File: src/rtl/avalon_frame_responder_if.sv
// Avalon-MM burst-read bus between the video read master and the framebuffer responder.
interface avalon_frame_responder_if #(
  parameter int BURST_W = 6
);
  logic [31:0]        address;
  logic               read;
  logic               write;
  logic [BURST_W-1:0] burstcount;
  logic [3:0]         byteenable;
  logic [31:0]        writedata;
  logic               waitrequest;
  logic [31:0]        readdata;
  logic               readdatavalid;

  modport master (
    output address, read, write, burstcount, byteenable, writedata,
    input  waitrequest, readdata, readdatavalid
  );

  modport slave (
    input  address, read, write, burstcount, byteenable, writedata,
    output waitrequest, readdata, readdatavalid
  );
endinterface

File: src/rtl/avalon_frame_responder.sv
// Framebuffer stand-in: answers one Avalon-MM read burst at a time with a
// pixel pattern derived from the word address, after a fixed latency and with
// optional idle gaps, and keeps sticky flags for protocol/address misuse.
module avalon_frame_responder #(
  parameter int HDISP        = 800,
  parameter int VDISP        = 480,
  parameter int READ_LATENCY = 3,
  parameter int GAP_EVERY    = 0,
  parameter int BURST_W      = 6
) (
  input  logic                     clk,
  input  logic                     reset,
  avalon_frame_responder_if.slave  bus,
  output logic                     addr_err,
  output logic                     proto_err,
  output logic [31:0]              beats_sent
);

  localparam logic [29:0]        FRAME_WORDS = 30'(HDISP * VDISP);
  localparam logic [3:0]         LAT_LOAD    = 4'(READ_LATENCY - 1);
  localparam logic [15:0]        GAP_LAST    = 16'(GAP_EVERY - 1);
  localparam bit                 GAPS_ON     = (GAP_EVERY > 0);
  localparam bit                 LAT_ONE     = (READ_LATENCY == 1);
  localparam logic [BURST_W-1:0] ONE_BEAT    = 1;

  typedef enum logic [1:0] {IDLE, LAT, BURST, GAP} state_e;

  state_e             state_q, state_d;
  logic [29:0]        wordIdx_q, wordIdx_d;
  logic [BURST_W-1:0] remain_q, remain_d;
  logic [3:0]         latCnt_q, latCnt_d;
  logic [15:0]        gapCnt_q, gapCnt_d;
  logic               oob_q, oob_d;
  logic               waitReq_q, waitReq_d;
  logic               rdValid_q, rdValid_d;
  logic [31:0]        rdData_q, rdData_d;
  logic               addrErr_q, addrErr_d;
  logic               protoErr_q, protoErr_d;
  logic [31:0]        beatsSent_q, beatsSent_d;

  logic               accept;
  logic               burstZero;
  logic [29:0]        wordIn;
  logic               unusedOk;

  assign accept    = (state_q == IDLE) && !waitReq_q && (bus.read || bus.write);
  assign burstZero = (bus.burstcount == '0);
  assign wordIn    = bus.address[31:2];
  assign unusedOk  = ^{bus.byteenable, bus.writedata};

  // State register plus every registered datapath value and output.
  always_ff @(posedge clk) begin
    if (reset) begin
      state_q     <= IDLE;
      wordIdx_q   <= '0;
      remain_q    <= '0;
      latCnt_q    <= '0;
      gapCnt_q    <= '0;
      oob_q       <= 1'b0;
      waitReq_q   <= 1'b1;
      rdValid_q   <= 1'b0;
      rdData_q    <= '0;
      addrErr_q   <= 1'b0;
      protoErr_q  <= 1'b0;
      beatsSent_q <= '0;
    end else begin
      state_q     <= state_d;
      wordIdx_q   <= wordIdx_d;
      remain_q    <= remain_d;
      latCnt_q    <= latCnt_d;
      gapCnt_q    <= gapCnt_d;
      oob_q       <= oob_d;
      waitReq_q   <= waitReq_d;
      rdValid_q   <= rdValid_d;
      rdData_q    <= rdData_d;
      addrErr_q   <= addrErr_d;
      protoErr_q  <= protoErr_d;
      beatsSent_q <= beatsSent_d;
    end
  end

  // Next state: command capture, latency countdown, beat walking and gap insertion.
  always_comb begin
    state_d    = state_q;
    wordIdx_d  = wordIdx_q;
    remain_d   = remain_q;
    latCnt_d   = latCnt_q;
    gapCnt_d   = gapCnt_q;
    oob_d      = oob_q;
    addrErr_d  = addrErr_q;
    protoErr_d = protoErr_q;
    case (state_q)
      IDLE: begin
        if (accept) begin
          if (burstZero || bus.write) protoErr_d = 1'b1;
          if (bus.read) begin
            wordIdx_d = wordIn;
            remain_d  = burstZero ? ONE_BEAT : bus.burstcount;
            oob_d     = (wordIn >= FRAME_WORDS);
            if ((bus.address[1:0] != 2'b00) || (wordIn >= FRAME_WORDS)) addrErr_d = 1'b1;
            gapCnt_d  = '0;
            latCnt_d  = LAT_LOAD;
            state_d   = LAT_ONE ? BURST : LAT;
          end
        end
      end
      LAT: begin
        latCnt_d = latCnt_q - 4'd1;
        if (latCnt_q == 4'd1) state_d = BURST;
      end
      BURST: begin
        remain_d  = remain_q - ONE_BEAT;
        wordIdx_d = (wordIdx_q + 30'd1 == FRAME_WORDS) ? 30'd0 : wordIdx_q + 30'd1;
        gapCnt_d  = gapCnt_q + 16'd1;
        if (remain_q == ONE_BEAT) begin
          state_d = IDLE;
        end else if (GAPS_ON && (gapCnt_q == GAP_LAST)) begin
          state_d  = GAP;
          gapCnt_d = '0;
        end
      end
      GAP: begin
        state_d = BURST;
      end
      default: state_d = IDLE;
    endcase
  end

  // Outputs: a beat per BURST cycle, held data otherwise, busy until the cycle after the last beat.
  always_comb begin
    rdValid_d   = (state_q == BURST);
    rdData_d    = rdData_q;
    if (rdValid_d) rdData_d = oob_q ? 32'hDEAD_BEEF : {8'h00, wordIdx_q[23:0]};
    waitReq_d   = (state_d != IDLE) || rdValid_d;
    beatsSent_d = rdValid_d ? beatsSent_q + 32'd1 : beatsSent_q;
  end

  assign bus.waitrequest   = waitReq_q;
  assign bus.readdatavalid = rdValid_q;
  assign bus.readdata      = rdData_q;
  assign addr_err          = addrErr_q;
  assign proto_err         = protoErr_q;
  assign beats_sent        = beatsSent_q;

endmodule

File: src/flat_wrapper.sv
// flat-port wrapper written by rule: the top's interface ports become plain ports
module avalon_frame_responder_flat 
#(
  parameter int HDISP        = 800,
  parameter int VDISP        = 480,
  parameter int READ_LATENCY = 3,
  parameter int GAP_EVERY    = 0,
  parameter int BURST_W      = 6
)
  (clk, reset, addr_err, proto_err, beats_sent, bus_address, bus_read, bus_write, bus_burstcount, bus_byteenable, bus_writedata, bus_waitrequest, bus_readdata, bus_readdatavalid);
  avalon_frame_responder_if #(.BURST_W(BURST_W)) bus_i ();
  input  logic clk;
  input  logic reset;
  output logic addr_err;
  output logic proto_err;
  output logic [31:0] beats_sent;
  input wire logic [$bits(bus_i.address)-1:0] bus_address;
  input wire logic [$bits(bus_i.read)-1:0] bus_read;
  input wire logic [$bits(bus_i.write)-1:0] bus_write;
  input wire logic [$bits(bus_i.burstcount)-1:0] bus_burstcount;
  input wire logic [$bits(bus_i.byteenable)-1:0] bus_byteenable;
  input wire logic [$bits(bus_i.writedata)-1:0] bus_writedata;
  output wire logic [$bits(bus_i.waitrequest)-1:0] bus_waitrequest;
  output wire logic [$bits(bus_i.readdata)-1:0] bus_readdata;
  output wire logic [$bits(bus_i.readdatavalid)-1:0] bus_readdatavalid;
  assign bus_i.address = bus_address;
  assign bus_i.read = bus_read;
  assign bus_i.write = bus_write;
  assign bus_i.burstcount = bus_burstcount;
  assign bus_i.byteenable = bus_byteenable;
  assign bus_i.writedata = bus_writedata;
  assign bus_waitrequest = bus_i.waitrequest;
  assign bus_readdata = bus_i.readdata;
  assign bus_readdatavalid = bus_i.readdatavalid;
  avalon_frame_responder #(.HDISP(HDISP), .VDISP(VDISP), .READ_LATENCY(READ_LATENCY), .GAP_EVERY(GAP_EVERY), .BURST_W(BURST_W)) u_core (.clk(clk), .reset(reset), .bus(bus_i), .addr_err(addr_err), .proto_err(proto_err), .beats_sent(beats_sent));
endmodule
File: config.mk
export PLATFORM = sky130hd
export DESIGN_NAME = avalon_frame_responder_flat
export DESIGN_NICKNAME = d
export VERILOG_FILES = /design/src/rtl/avalon_frame_responder_if.sv /design/src/rtl/avalon_frame_responder.sv /design/src/flat_wrapper.sv
export SDC_FILE = /design/constraint.sdc
export NUM_CORES = 1
export LEC_CHECK = 0
export CORE_MARGIN = 2
export CORE_UTILIZATION = 53
export CTS_CLUSTER_DIAMETER = 100
export DETAILED_ROUTE_END_ITERATION = 10
export GPL_ROUTABILITY_DRIVEN = 1
export PLACE_DENSITY = 0.93
export SETUP_SLACK_MARGIN = 0.02
export SYNTH_ARGS = -nofsm -noshare
export SYNTH_HDL_FRONTEND = slang
export SYNTH_SLANG_ARGS = --single-unit
File: constraint.sdc
create_clock -name clk -period 5 [get_ports clk]
set_input_delay 0.5 -clock clk [delete_from_list [all_inputs] [get_ports clk]]
set_output_delay 0.5 -clock clk [all_outputs]
set_load 0.02 [all_outputs]
==> out/qor.yml <==
place_congestion: 0.894
ir_drop_uv: 133
clk_pin_slew_worst_paths_ns: 0.10
cp_max_fo: 11
avgSynthCellArea_um2: 7.83
ant_nets: 0
post-cts-setup-buffers: 0
synth-seq-area-share_pct: 38.4
grt-ovfl-total: 0
dpl_worst_slack_ns: 2.17
power.leakage_nw: 2.25
drive_gt1_share_pct: 4.46
drv_slew: 0
cpMaxStageDelayCell: "dfxtp_1"
grt_pass1_vias: 5115
cp.arrival_ns: 3.14
rsz0062_at_grt: "false"
holdPathStages: 2
finalCriticalPeriod_ns: 2.91
area_growth_syn_to_layout_pct: 21.5
post_drt_via_cell_ratio: 5.98
row_count: 36
dp_hpwl_um: 10100
ys_warn_count: 0
clock-sinks: 104
setup_viol: 0
numCtsBuffers: 9
slowest_delay_ns: 0.61
fmax_mhz: 343
placed_cell_area_um2: 6410
die_h_um: 105
io_pins: 146
worst-slew-pin-transition_ns: 0.989
cap_violations: 0
maxSlewHeadroom_pct: 34.1
root_buffer: "clkbuf_8"
detail_route.iter0.violations: 504
cp.required_ns: 5.22
final_core_util_pct: 66.7
wirelength_um: 14500
insertion_delay_ns: 0.36
synthDistinctLibCells: 62
powerDensity_nw_per_um2: 239
fin_skew_ns: 0.00826
synth-seq-cells: 104
final_cells: 895
total_power_mw: 1.57
grt_pass1_wl_um: 24200
coreArea_um2: 9860
r2r_cells: 8
critical_path_depth: 8
firstDrtPassIters: 6
worstSetupPathType: "register to register"
num_antenna_cells: 0
async_reset_ff_share_pct: 0
synth_ff_type: "dfxtp_1"
drc: 0
synth_cells: 692
status: "completed"
start_util_pct: 54.9
cts_resized: 0
timing.setup.tns_ns: 0
finalWorstSetupSlack_ns: 2.09
holdCritPathClass: "register to register"
min_period_over_period_pct: 58.3
syn_area_um2: 5420
cts_tree: "done"
whs_ns: 0.457
fin_area_um2: 6580
die_area_um2: 11000
clockBufferDepth: 2
worst_path_most_repeated_cell: "a31oi_1"
track_usage_pct: 26.2
port_buffers: 107
cts_hold_buf: 0
grt_max_degree: 60
path_cells: "nand4_1 > or3_1 > nor3_1 > a31oi_1 > a2111oi_4 > nand4_4 > a31oi_1 > nor2_1"
hold_viol: 0
synth_edf_count: 0
placed_cells: 879
path_buf_inv: 0
path_delay_family: "simple AND/OR/NAND/NOR gates"
nets: 841
h-tree-depth: 3
avgRoutedWirePerCell_um: 16.2
start_kind: "register"
die_x_um: 105
routed-via-count: 5349
end_kind: "register"
antenna_found_initial: 0
[synth_stat cells (all sizes together), types with 14 or more instances]
| cell | n | area, um^2 |
|---|---|---|
| a21oi | 54 | 270 |
| buf | 22 | 134 |
| nand4 | 17 | 128 |
| clkbuf | 36 | 138 |
| o21ai | 33 | 165 |
| xnor2 | 14 | 123 |
| nor2 | 92 | 345 |
| xor2 | 23 | 201 |
| nor3 | 62 | 322 |
| nor4 | 14 | 124 |
| dfxtp | 104 | 2080 |
| nand2 | 63 | 236 |
| nand3 | 26 | 140 |
[power by group]
| group | total (mW) | switching, mW | internal, mW |
|---|---|---|---|
| sequential | 0.906 | 0.0497 | 0.856 |
| clock | 0.470 | 0.286 | 0.184 |
| combinational | 0.196 | 0.105 | 0.0905 |
| total | 1.57 | 0.441 | 1.13 |
[tightest hold or removal path, cell delays in order (launching register included)]
cell and delay [ns]:
dfxtp_1 0.32, nand2_1 0.05, a21oi_1 0.05
[final timing paths]
check / slack [ns] / end / start
max: 2.09 / u_core.wordIdx_q[15] / u_core.wordIdx_q[10]
min: 0.46 / u_core.bus.readdata[4] / u_core.bus.readdata[4]
max reg2reg: 2.09 / u_core.wordIdx_q[15] / u_core.wordIdx_q[10]
min reg2reg: 0.46 / u_core.bus.readdata[4] / u_core.bus.readdata[4]
[registers in the layout (all words and copies together), names as in the netlist]
register                  cells
u_core.beats_sent            32
u_core.wordIdx_q             30
u_core.bus.readdata          25
u_core.remain_q               6
u_core.latCnt_q               4
u_core.state_q                2
u_core.addr_err               1
u_core.bus.readdatavalid      1
u_core.bus.waitrequest        1
u_core.oob_q                  1
u_core.proto_err              1
[per-layer routing]
layer,global-route usage (%),part of all wire [%]
met5,0,0
met4,8.10,1.4
met3,6.36,8.9
met2,45.4,49
met1,32.0,40
[cells in the final DEF (no fill, tap or decap), types with 11 or more instances in the layout]
master and count:
clkdlybuf4s50_1 106, dfxtp_1 104, nor2_1 92, nand2_1 63, nor3_1 61, a21oi_1 54
o21ai_0 31, nand3_1 24, xor2_1 23, nand4_1 15, xnor2_1 14, inv_1 11
or3_1 11, and3_1 11, nor4_1 11
[logic make-up (layout without fill, tap and decap cells)]
logic type | Yosys count | count (layout) | synth area share, %
xor+xnor | 37 | 37 | 5.98
other cells | 1 | 2 | 0.0692
simple gates | 332 | 332 | 31.6
buf+inv | 69 | 138 | 5.78
flops | 104 | 104 | 38.4
fa+ha+maj | 6 | 6 | 1.39
compound gates | 140 | 140 | 16.2
mux | 3 | 3 | 0.554
[layout make-up]
class | instances | area (um^2)
sequential | 104 | 2080
clock inverter | 4 | 30.0
inverter | 11 | 41.3
clock buffer | 12 | 135
fill | 794 | 3290
timing repair buffer | 111 | 1100
multi-input combinational | 520 | 3030
tap | 133 | 166
Note: power is estimated with default switching activity, not from simulation.
